### config.mk
export PLATFORM = sky130hd
export DESIGN_NAME = hnf_pocq_tracker_flat
export DESIGN_NICKNAME = d
export VERILOG_FILES = /design/src/rtl/hnf_pocq_tracker_if.sv /design/src/rtl/hnf_pocq_tracker.sv /design/src/flat_wrapper.sv
export SDC_FILE = /design/constraint.sdc
export NUM_CORES = 1
export LEC_CHECK = 0
export BUFFER_PORTS_ARGS = -buffer_cell sky130_fd_sc_hd__buf_2
export CAP_MARGIN = 20
export CORE_AREA = 2 2 378 380
export DETAILED_ROUTE_END_ITERATION = 8
export DIE_AREA = 0 0 380 382
export GPL_TIMING_DRIVEN = 0
export HOLD_SLACK_MARGIN = 0.03
export PLACE_DENSITY = 0.57
export RECOVER_POWER = 50
export SYNTH_ARGS = -nofsm -noshare
export SYNTH_HDL_FRONTEND = slang
export SYNTH_SLANG_ARGS = --single-unit
### constraint.sdc
create_clock -name clock -period 17.3 [get_ports clock]
set_input_delay 2.595 -clock clock [delete_from_list [all_inputs] [get_ports clock]]
set_output_delay 2.595 -clock clock [all_outputs]
set_load 0.02 [all_outputs]
### src/rtl/hnf_pocq_tracker_if.sv
// Request/response bus of the HN-F point-of-coherence queue.
// The master side offers requests, completions and CompAcks; the slave side
// is the tracker, which returns grant, hazard, lookup data and occupancy.
interface hnf_pocq_tracker_if #(
  parameter int DEPTH    = 16,
  parameter int ADDR_W   = 48,
  parameter int NODEID_W = 7,
  parameter int TXNID_W  = 8,
  parameter int IDX_W    = $clog2(DEPTH),
  parameter int CNT_W    = $clog2(DEPTH + 1)
);
  logic                alloc_valid;
  logic                alloc_ready;
  logic [ADDR_W-1:0]   alloc_addr;
  logic [NODEID_W-1:0] alloc_srcid;
  logic [TXNID_W-1:0]  alloc_txnid;
  logic                alloc_expcompack;
  logic [IDX_W-1:0]    alloc_idx;
  logic                alloc_hazard;
  logic                done_valid;
  logic [IDX_W-1:0]    done_idx;
  logic                compack_valid;
  logic [IDX_W-1:0]    compack_idx;
  logic [IDX_W-1:0]    rd_idx;
  logic [ADDR_W-1:0]   rd_addr;
  logic [NODEID_W-1:0] rd_srcid;
  logic [TXNID_W-1:0]  rd_txnid;
  logic [CNT_W-1:0]    count;
  logic                full;
  logic                empty;
  logic                err;

  modport master (
    output alloc_valid, alloc_addr, alloc_srcid, alloc_txnid, alloc_expcompack,
    output done_valid, done_idx, compack_valid, compack_idx, rd_idx,
    input  alloc_ready, alloc_idx, alloc_hazard,
    input  rd_addr, rd_srcid, rd_txnid, count, full, empty, err
  );

  modport slave (
    input  alloc_valid, alloc_addr, alloc_srcid, alloc_txnid, alloc_expcompack,
    input  done_valid, done_idx, compack_valid, compack_idx, rd_idx,
    output alloc_ready, alloc_idx, alloc_hazard,
    output rd_addr, rd_srcid, rd_txnid, count, full, empty, err
  );
endinterface

### src/rtl/hnf_pocq_tracker.sv
// HN-F point-of-coherence queue tracker.
// One entry per accepted request; a request whose cache line already has a
// live entry is held off. Entries retire on their response, or on the
// returning CompAck when the request asked for one. The entry index doubles
// as the DBID handed out on responses.
module hnf_pocq_tracker #(
  parameter int DEPTH    = 16,
  parameter int ADDR_W   = 48,
  parameter int LINE_OFF = 6,
  parameter int NODEID_W = 7,
  parameter int TXNID_W  = 8,
  parameter int IDX_W    = $clog2(DEPTH),
  parameter int CNT_W    = $clog2(DEPTH + 1)
) (
  input logic                clock,
  input logic                reset,
  hnf_pocq_tracker_if.slave  bus
);

  typedef enum logic [1:0] {
    ST_IDLE     = 2'd0,
    ST_ACTIVE   = 2'd1,
    ST_WAIT_ACK = 2'd2
  } entry_state_e;

  entry_state_e        state_reg  [DEPTH];
  entry_state_e        state_next [DEPTH];

  // Payload is written only on allocation and never reset; it is only
  // meaningful while the owning entry is live.
  logic [ADDR_W-1:0]   addr_mem   [DEPTH];
  logic [NODEID_W-1:0] srcid_mem  [DEPTH];
  logic [TXNID_W-1:0]  txnid_mem  [DEPTH];
  logic                exp_mem    [DEPTH];

  logic [CNT_W-1:0]    count_reg;
  logic [CNT_W-1:0]    count_next;
  logic                full_reg;
  logic                empty_reg;
  logic                err_reg;

  logic [DEPTH-1:0]    live;
  logic [DEPTH-1:0]    line_hit;
  logic                hazard;
  logic                any_idle;
  logic [IDX_W-1:0]    free_idx;
  logic                alloc_hs;

  entry_state_e        done_state;
  entry_state_e        ack_state;
  logic                done_ok;
  logic                done_free;
  logic                done_err;
  logic                ack_ok;
  logic                ack_err;

  // Per-entry liveness and same-line match against the offered request.
  // An entry retiring this cycle is still live, so its line stays blocked
  // until the edge has actually freed it.
  generate
    for (genvar gi = 0; gi < DEPTH; gi++) begin : g_entry
      assign live[gi]     = (state_reg[gi] != ST_IDLE);
      assign line_hit[gi] = live[gi] &&
                            (addr_mem[gi][ADDR_W-1:LINE_OFF] ==
                             bus.alloc_addr[ADDR_W-1:LINE_OFF]);
    end
  endgenerate

  assign hazard = |line_hit;

  // Lowest-index idle entry; scanning downward lets the lowest one win.
  always_comb begin
    free_idx = '0;
    any_idle = 1'b0;
    for (int i = DEPTH - 1; i >= 0; i--) begin
      if (!live[i]) begin
        free_idx = IDX_W'(i);
        any_idle = 1'b1;
      end
    end
  end

  assign alloc_hs = bus.alloc_valid && any_idle && !hazard;

  // Classify completion and CompAck against the pre-edge entry state.
  // Both look at registered state only, so a same-index done+CompAck pair
  // sees ACTIVE for the CompAck and flags it.
  always_comb begin
    done_state = state_reg[bus.done_idx];
    ack_state  = state_reg[bus.compack_idx];
    done_ok    = bus.done_valid && (done_state == ST_ACTIVE);
    done_free  = done_ok && !exp_mem[bus.done_idx];
    done_err   = bus.done_valid && !done_ok;
    ack_ok     = bus.compack_valid && (ack_state == ST_WAIT_ACK);
    ack_err    = bus.compack_valid && !ack_ok;
  end

  // Next entry states. The allocation target is idle while done/CompAck
  // targets are not, and done needs ACTIVE while CompAck needs WAIT_ACK,
  // so the three updates never land on the same entry.
  always_comb begin
    for (int i = 0; i < DEPTH; i++) begin
      state_next[i] = state_reg[i];
    end
    if (alloc_hs) begin
      state_next[free_idx] = ST_ACTIVE;
    end
    if (done_ok) begin
      state_next[bus.done_idx] = exp_mem[bus.done_idx] ? ST_WAIT_ACK : ST_IDLE;
    end
    if (ack_ok) begin
      state_next[bus.compack_idx] = ST_IDLE;
    end
  end

  assign count_next = count_reg + CNT_W'(alloc_hs)
                                - CNT_W'(done_free)
                                - CNT_W'(ack_ok);

  // Entry state register; reset drops every entry at once.
  always_ff @(posedge clock or negedge reset) begin
    if (!reset) begin
      for (int i = 0; i < DEPTH; i++) begin
        state_reg[i] <= ST_IDLE;
      end
    end else begin
      for (int i = 0; i < DEPTH; i++) begin
        state_reg[i] <= state_next[i];
      end
    end
  end

  // Occupancy, full/empty flags and the one-cycle protocol error pulse.
  always_ff @(posedge clock or negedge reset) begin
    if (!reset) begin
      count_reg <= '0;
      full_reg  <= 1'b0;
      empty_reg <= 1'b1;
      err_reg   <= 1'b0;
    end else begin
      count_reg <= count_next;
      full_reg  <= (count_next == CNT_W'(DEPTH));
      empty_reg <= (count_next == '0);
      err_reg   <= done_err || ack_err;
    end
  end

  // Capture the request payload into the granted entry.
  always_ff @(posedge clock) begin
    if (alloc_hs) begin
      addr_mem[free_idx]  <= bus.alloc_addr;
      srcid_mem[free_idx] <= bus.alloc_srcid;
      txnid_mem[free_idx] <= bus.alloc_txnid;
      exp_mem[free_idx]   <= bus.alloc_expcompack;
    end
  end

  assign bus.alloc_ready  = any_idle && !hazard;
  assign bus.alloc_idx    = free_idx;
  assign bus.alloc_hazard = hazard;
  assign bus.rd_addr      = addr_mem[bus.rd_idx];
  assign bus.rd_srcid     = srcid_mem[bus.rd_idx];
  assign bus.rd_txnid     = txnid_mem[bus.rd_idx];
  assign bus.count        = count_reg;
  assign bus.full         = full_reg;
  assign bus.empty        = empty_reg;
  assign bus.err          = err_reg;

endmodule

### src/flat_wrapper.sv
// flat-port wrapper written by rule: the top's interface ports become plain ports
module hnf_pocq_tracker_flat 
#(
  parameter int DEPTH    = 16,
  parameter int ADDR_W   = 48,
  parameter int LINE_OFF = 6,
  parameter int NODEID_W = 7,
  parameter int TXNID_W  = 8,
  parameter int IDX_W    = $clog2(DEPTH),
  parameter int CNT_W    = $clog2(DEPTH + 1)
)
  (clock, reset, bus_alloc_valid, bus_alloc_addr, bus_alloc_srcid, bus_alloc_txnid, bus_alloc_expcompack, bus_done_valid, bus_done_idx, bus_compack_valid, bus_compack_idx, bus_rd_idx, bus_alloc_ready, bus_alloc_idx, bus_alloc_hazard, bus_rd_addr, bus_rd_srcid, bus_rd_txnid, bus_count, bus_full, bus_empty, bus_err);
  hnf_pocq_tracker_if #(.DEPTH(DEPTH), .ADDR_W(ADDR_W), .NODEID_W(NODEID_W), .TXNID_W(TXNID_W), .IDX_W(IDX_W), .CNT_W(CNT_W)) bus_i ();
  input logic clock;
  input logic reset;
  input wire logic [$bits(bus_i.alloc_valid)-1:0] bus_alloc_valid;
  input wire logic [$bits(bus_i.alloc_addr)-1:0] bus_alloc_addr;
  input wire logic [$bits(bus_i.alloc_srcid)-1:0] bus_alloc_srcid;
  input wire logic [$bits(bus_i.alloc_txnid)-1:0] bus_alloc_txnid;
  input wire logic [$bits(bus_i.alloc_expcompack)-1:0] bus_alloc_expcompack;
  input wire logic [$bits(bus_i.done_valid)-1:0] bus_done_valid;
  input wire logic [$bits(bus_i.done_idx)-1:0] bus_done_idx;
  input wire logic [$bits(bus_i.compack_valid)-1:0] bus_compack_valid;
  input wire logic [$bits(bus_i.compack_idx)-1:0] bus_compack_idx;
  input wire logic [$bits(bus_i.rd_idx)-1:0] bus_rd_idx;
  output wire logic [$bits(bus_i.alloc_ready)-1:0] bus_alloc_ready;
  output wire logic [$bits(bus_i.alloc_idx)-1:0] bus_alloc_idx;
  output wire logic [$bits(bus_i.alloc_hazard)-1:0] bus_alloc_hazard;
  output wire logic [$bits(bus_i.rd_addr)-1:0] bus_rd_addr;
  output wire logic [$bits(bus_i.rd_srcid)-1:0] bus_rd_srcid;
  output wire logic [$bits(bus_i.rd_txnid)-1:0] bus_rd_txnid;
  output wire logic [$bits(bus_i.count)-1:0] bus_count;
  output wire logic [$bits(bus_i.full)-1:0] bus_full;
  output wire logic [$bits(bus_i.empty)-1:0] bus_empty;
  output wire logic [$bits(bus_i.err)-1:0] bus_err;
  assign bus_i.alloc_valid = bus_alloc_valid;
  assign bus_i.alloc_addr = bus_alloc_addr;
  assign bus_i.alloc_srcid = bus_alloc_srcid;
  assign bus_i.alloc_txnid = bus_alloc_txnid;
  assign bus_i.alloc_expcompack = bus_alloc_expcompack;
  assign bus_i.done_valid = bus_done_valid;
  assign bus_i.done_idx = bus_done_idx;
  assign bus_i.compack_valid = bus_compack_valid;
  assign bus_i.compack_idx = bus_compack_idx;
  assign bus_i.rd_idx = bus_rd_idx;
  assign bus_alloc_ready = bus_i.alloc_ready;
  assign bus_alloc_idx = bus_i.alloc_idx;
  assign bus_alloc_hazard = bus_i.alloc_hazard;
  assign bus_rd_addr = bus_i.rd_addr;
  assign bus_rd_srcid = bus_i.rd_srcid;
  assign bus_rd_txnid = bus_i.rd_txnid;
  assign bus_count = bus_i.count;
  assign bus_full = bus_i.full;
  assign bus_empty = bus_i.empty;
  assign bus_err = bus_i.err;
  hnf_pocq_tracker #(.DEPTH(DEPTH), .ADDR_W(ADDR_W), .LINE_OFF(LINE_OFF), .NODEID_W(NODEID_W), .TXNID_W(TXNID_W), .IDX_W(IDX_W), .CNT_W(CNT_W)) u_core (.clock(clock), .reset(reset), .bus(bus_i));
endmodule
Yosys cells after proc, flatten, opt, wreduce, memory -nomap -nowiden
Memories as Yosys holds them, arrays and structs flattened. Index checks and enable logic that the tools add are counted.

Register bits: 40. Latch bits: 0. RAM bits: 1024. ROM bits: 0. Logic and storage cells: 161. Memories kept: 4.

$add $sub $neg: 3. $mul: 0. Divide/modulo/power cells: 0. Magnitude comparators: 6. Equal/unequal tests: 19. Shift-type cells: 0. Muxes and demuxes: 51. Bitwise logic cells: 8. Reductions and logical operators: 50.

Memory list: u_core.addr_mem (depth 16, width 48, read ports 17, clocked after Yosys merged registers in 0, wr ports 1, RTL line hnf_pocq_tracker.sv:31) `logic [ADDR_W-1:0] addr_mem [DEPTH];`; u_core.txnid_mem (depth 16, width 8, read ports 1, clocked after Yosys merged registers in 0, wr ports 1, RTL line hnf_pocq_tracker.sv:33) `logic [TXNID_W-1:0] txnid_mem [DEPTH];`; u_core.srcid_mem (depth 16, width 7, read ports 1, clocked after Yosys merged registers in 0, wr ports 1, RTL line hnf_pocq_tracker.sv:32) `logic [NODEID_W-1:0] srcid_mem [DEPTH];`; u_core.exp_mem (depth 16, width 1, read ports 1, clocked after Yosys merged registers in 0, wr ports 1, RTL line hnf_pocq_tracker.sv:34) `logic exp_mem [DEPTH];`.

Operator list (count): 42-bit == test (16); 32-bit two-way mux (3); 4-bit two-way mux (16); 32-bit AND (1); 32-bit bitwise mux (1); 32-bit inverter (1); 2-bit nonzero test (16); 1-bit logical AND (27); 2-bit demux with 4-bit select (3); 1-bit two-way mux (18); 16-bit AND (1); 2-bit binary-select mux with 4-bit select (2); 2-bit two-way mux (8); 16-bit inverter (1); 16-bit bitwise OR (1); 16-bit OR reduction (1); 5-bit greater-or-equal comparator, second input constant (3); 5-bit by 1-bit less-than comparator with 1-bit output, second input constant (3); 4-bit inverter with 5-bit output (3); 5-bit by 1-bit subtractor with 5-bit output (2); 5-bit by 1-bit adder with 5-bit output (1); 5-bit == test, second input constant (1); 5-bit zero test (1); 1-bit zero test (4); 3 further kinds (3).

Depth between registers and ports, before layout
Depth in word-level cells: 29. Depth in mapped cells: 20. Mapped depth without buffers: 17.

Worst setup path after synthesis
No wires, ideal clock.

Kind: input-to-reg. Start: input bus_alloc_addr[39]. End: memory u_core.addr_mem[1][0] (enable). Arrival: 10.520 ns. Data required time: 16.634 ns. Setup slack: 6.114 ns. Stages: 10. Buffers on the path: 3. Cells stage by stage: buf_4 > buf_6 > inv_1 > o2111a_1 > nand4_1 > nor4_1 > nor4_1 > nand4_1 > buf_2 > nor4b_1.

Word-level cells in the longest chain between the ends: 7. Elaborated cells between the ends (all ways): 37.

Ends and longest elaborated chain: from (decl) (RTL line flat_wrapper.sv:17) `input wire logic [$bits(bus_i.alloc_addr)-1:0] bus_alloc_addr;`; 42-bit == test (RTL line hnf_pocq_tracker.sv:64) `(addr_mem[gi][ADDR_W-1:LINE_OFF] ==`; 1-bit logical AND (RTL line hnf_pocq_tracker.sv:63) `assign line_hit[gi] = live[gi] &&`; 16-bit OR reduction * (RTL line hnf_pocq_tracker.sv:69) `assign hazard = |line_hit;`; via bus_alloc_hazard (RTL line flat_wrapper.sv:28) `output wire logic [$bits(bus_i.alloc_hazard)-1:0] bus_alloc_hazard;`; 1-bit zero test * (RTL line hnf_pocq_tracker.sv:83) `assign alloc_hs = bus.alloc_valid && any_idle && !hazard;`; 1-bit logical AND * (RTL line hnf_pocq_tracker.sv:83); 1-bit two-way mux * (RTL line hnf_pocq_tracker.sv:150) `if (alloc_hs) begin`; 1-bit two-way mux (not written as such) * (RTL line hnf_pocq_tracker.sv:151) `addr_mem[free_idx] <= bus.alloc_addr;`; to (decl) (RTL line hnf_pocq_tracker.sv:31).

Mark *: on every way through the listed nets, which the timed path passes. The rest lies on a longest branch.

Worst setup path in the final report
Start: input bus_alloc_addr[31]. End: output bus_alloc_ready.

Word-level cells in the longest chain between the ends: 5. Elaborated cells between the ends (all ways): 35.

Ends and longest elaborated chain: 42-bit == test (RTL line hnf_pocq_tracker.sv:64); 1-bit logical AND (RTL line hnf_pocq_tracker.sv:63); 16-bit OR reduction * (RTL line hnf_pocq_tracker.sv:69); 1-bit zero test * (RTL line hnf_pocq_tracker.sv:158) `assign bus.alloc_ready = any_idle && !hazard;`; 1-bit logical AND * (RTL line hnf_pocq_tracker.sv:158); to (decl) (RTL line flat_wrapper.sv:26) `output wire logic [$bits(bus_i.alloc_ready)-1:0] bus_alloc_ready;`.

Mark *: on every way between the ends. The rest lies on a longest branch, timed or not.

==> out/metrics.cfg <==
[final_layout]
final_net_count = 3318
layout.cells.non_filler = 5223
final_common_cell = edfxtp_1
top_regs = u_core.addr_mem (768), u_core.txnid_mem (128), u_core.srcid_mem (112)
largest-register = u_core.addr_mem
drive_gt1_share_pct = 26.0
final_cell_mix = edfxtp_1 (1,024), xor2_1 (585), mux4_2 (322), clkbuf_1 (154), nor4_1 (149)
synthToLayoutAreaGrowth_pct = 18.6
largest_reg_flops = 768

[place]
place_hpwl_mm = 170
io_buffer_count = 149
post-place-cells = 4997
place_congestion = 1.13

[clock_tree]
clk_latency_ns = 0.79
cts_resized = 0
clock_sinks = 1064
cts_buffers = 115
root_buffer = clkbuf_16
hold_buffers = 0
cts_max_level = 3
clk_path_buf_depth = 3
cts_tree = yes
clk_pin_slew_ns = 0.06
post-cts-setup-buffers = 0

[floorplanning]
io_pins = 158
initial_core_util_pct = 34.9
dieHeight_um = 382
die_w_um = 380
dieArea_um2 = 145000
coreArea_um2 = 141000
fp-row-count = 138

[logic_synthesis]
ys_types = 65
synth_flop_cell = edfxtp_1
ys_seq_area_share_pct = 64.7
yosys-top-cells-area = edfxtp_1 (63%), mux4_2 (15%), xor2_1 (10%)
synth_area_per_cell_um2 = 17.7
synth_nets = 2866
synth-seq-cells = 1064
synth_area_um2 = 49100
ys_async_sr_fraction_pct = 3.76
yosysTopAreaCellShare_pct = 62.6
syn_inst = 2778
synth_top_cell_by_area = edfxtp_1
synth_edf_count = 1024
yosysWarnings = 0

[detailed_routing]
post_drt_wl_per_cell_um = 41.3
vias_per_cell = 5.92
wl_mm = 216
ant_nets = 0
drt_pre_antenna_iters = 6
drc = 0
vias = 30900
drt_iter0_drc = 5012

[worst_setup_path]
critPathLaunchType = input port
crit_type = input port to primary output
ff2ff_setup_slack_ns = 11.13
worstPathRequired_ns = 14.70
cp.arrival_ns = 7.97
crit_slowest_cell = clkbuf_1
setup.worst_path.end_class = primary output
crit_top_cell = clkbuf_1
critPathMaxStageDelay_ns = 0.71
cp_num_buf_inv = 6
cp_top_family = buffers and inverters
crit_chain = clkbuf_1, clkbuf_1, clkbuf_1, xor2_1, nor4_1, clkbuf_1, nand4_1, nor4_1, nor4_1, nand4_1, clkbuf_1, a41oi_1, buf_2
critPathMaxFanout = 17

[worst_hold_path]
hp-class = flip-flop to flip-flop

[timing]
setup_violations = 0
tightestPinTransition_ns = 2.38
slew_viol_final = 41
timing.fmax_ghz = 0.0947
period_share_pct = 61.1
hold_viol = 0
rsz0062_at_grt = no
min_period_ns = 10.56
maxSlewHeadroom_pct = -58.8
fin_skew_ns = 0.0604

[grt]
gr-total-overflow = 0
antenna_found_initial = 25
grt_pass1_vias = 29900
grt_max_degree = 41
grt.total_usage_pct = 29.2
grt_pass1_wl_mm = 281

[pwr]
power_uw = 7640
ir_worst_vdd_uv = 84.1
p_leak_uw = 0.0194
power.density_nw_per_um2 = 131

[status]
outcome = finished, violations left
violations = capacitance limit, slew limit

[flow_run]
maxCapViolations = 1

==> final cells by class <==
cell class	instances	area, um^2
Fill cell	12900	82700
Clock inverter	73	798
Inverter	58	218
Tap cell	1890	2360
Antenna cell	11	27.5
Clock buffer	136	2970
Sequential cell	1064	31800
Timing Repair Buffer	335	2890
Buffer	171	968
Multi-Input combinational cell	1485	16200
==> cells in the mapped netlist (28+ instances only) <==
cell / number
buf_4: 76
nor3_1: 28
mux4_2: 322
nor2_1: 39
inv_1: 57
edfxtp_1: 1024
nor2b_1: 38
xnor2_1: 38
clkbuf_1: 50
nand4_1: 42
dfrtp_1: 39
xor2_1: 585
a21oi_1: 44
nor4_1: 152
==> power breakdown <==
group | internal, uW | switching (uW)
combinational | 553 | 1180
sequential | 3210 | 189
clock | 1410 | 1100
total | 5170 | 2470
==> path summary, 6_finish.rpt <==
path | from | end | cells past startpoint
max | bus_alloc_addr[31] | bus_alloc_ready | 13
min | u_core.state_reg[10] | u_core.state_reg[10] | 1
max reg2reg | u_core.addr_mem[11][36] | u_core.bus.full | 18
min reg2reg | u_core.state_reg[10] | u_core.state_reg[10] | 1
max in group asynchronous | reset | u_core.bus.count[2] | 1
min in group asynchronous | reset | u_core.state_reg[17] | 1
==> layer usage <==
metal	GRT usage [%]	routed length (um)
met1	39.2	85300
met2	43.9	95100
met3	7.92	22300
met4	14.0	12800
met5	0	223
==> stage by stage <==
stage / cell area, um^2 / setup TNS [ns] / setup WS, ns / util [%] / hold slack, ns
final: 58200 / 0 / 6.74 / 41.3 / 0.531
after global routing: 58200 / 0 / 6.63 / 41.3 / 0.565
after CTS: 58300 / 0 / 8.26 / 41.3 / 0.534
after detailed placement: 54500 / 0 / 8.28 / 38.7 / 0.520
after global placement: 52200 / -2174.10 / -8.11 / 37.1 / 0.510
after floorplan: 49100 / 0 / 6.11 / - / 0.488
==> cells by family after synthesis <==
kind of cell,after synthesis,synth area share (%)
AOI/OAI and AO/OA,144,2.11
xor gates and xnor gates,623,11.1
adders and majority gates,7,0.209
buffers and inverters,229,2.45
DFF,1064,64.7
muxes,322,14.8
and+or+nand+nor,389,4.70
==> worst reg2reg max path: stages (launching register included) <==
cell	delay, ns
edfxtp_1	0.40
xor2_1	0.93
nor4_1	0.38
nand4_1	0.21
nor3_1	0.12
nor4_1	0.31
nand4_1	0.48
clkbuf_1	0.46
a41oi_1	0.32
nand2_1	0.15
fa_1	0.47
ha_1	0.29
inv_1	0.06
ha_1	0.16
inv_1	0.07
fa_1	0.52
inv_1	0.06
or4_1	0.57
nor2b_1	0.13
(Power assumes the default switching activity.)
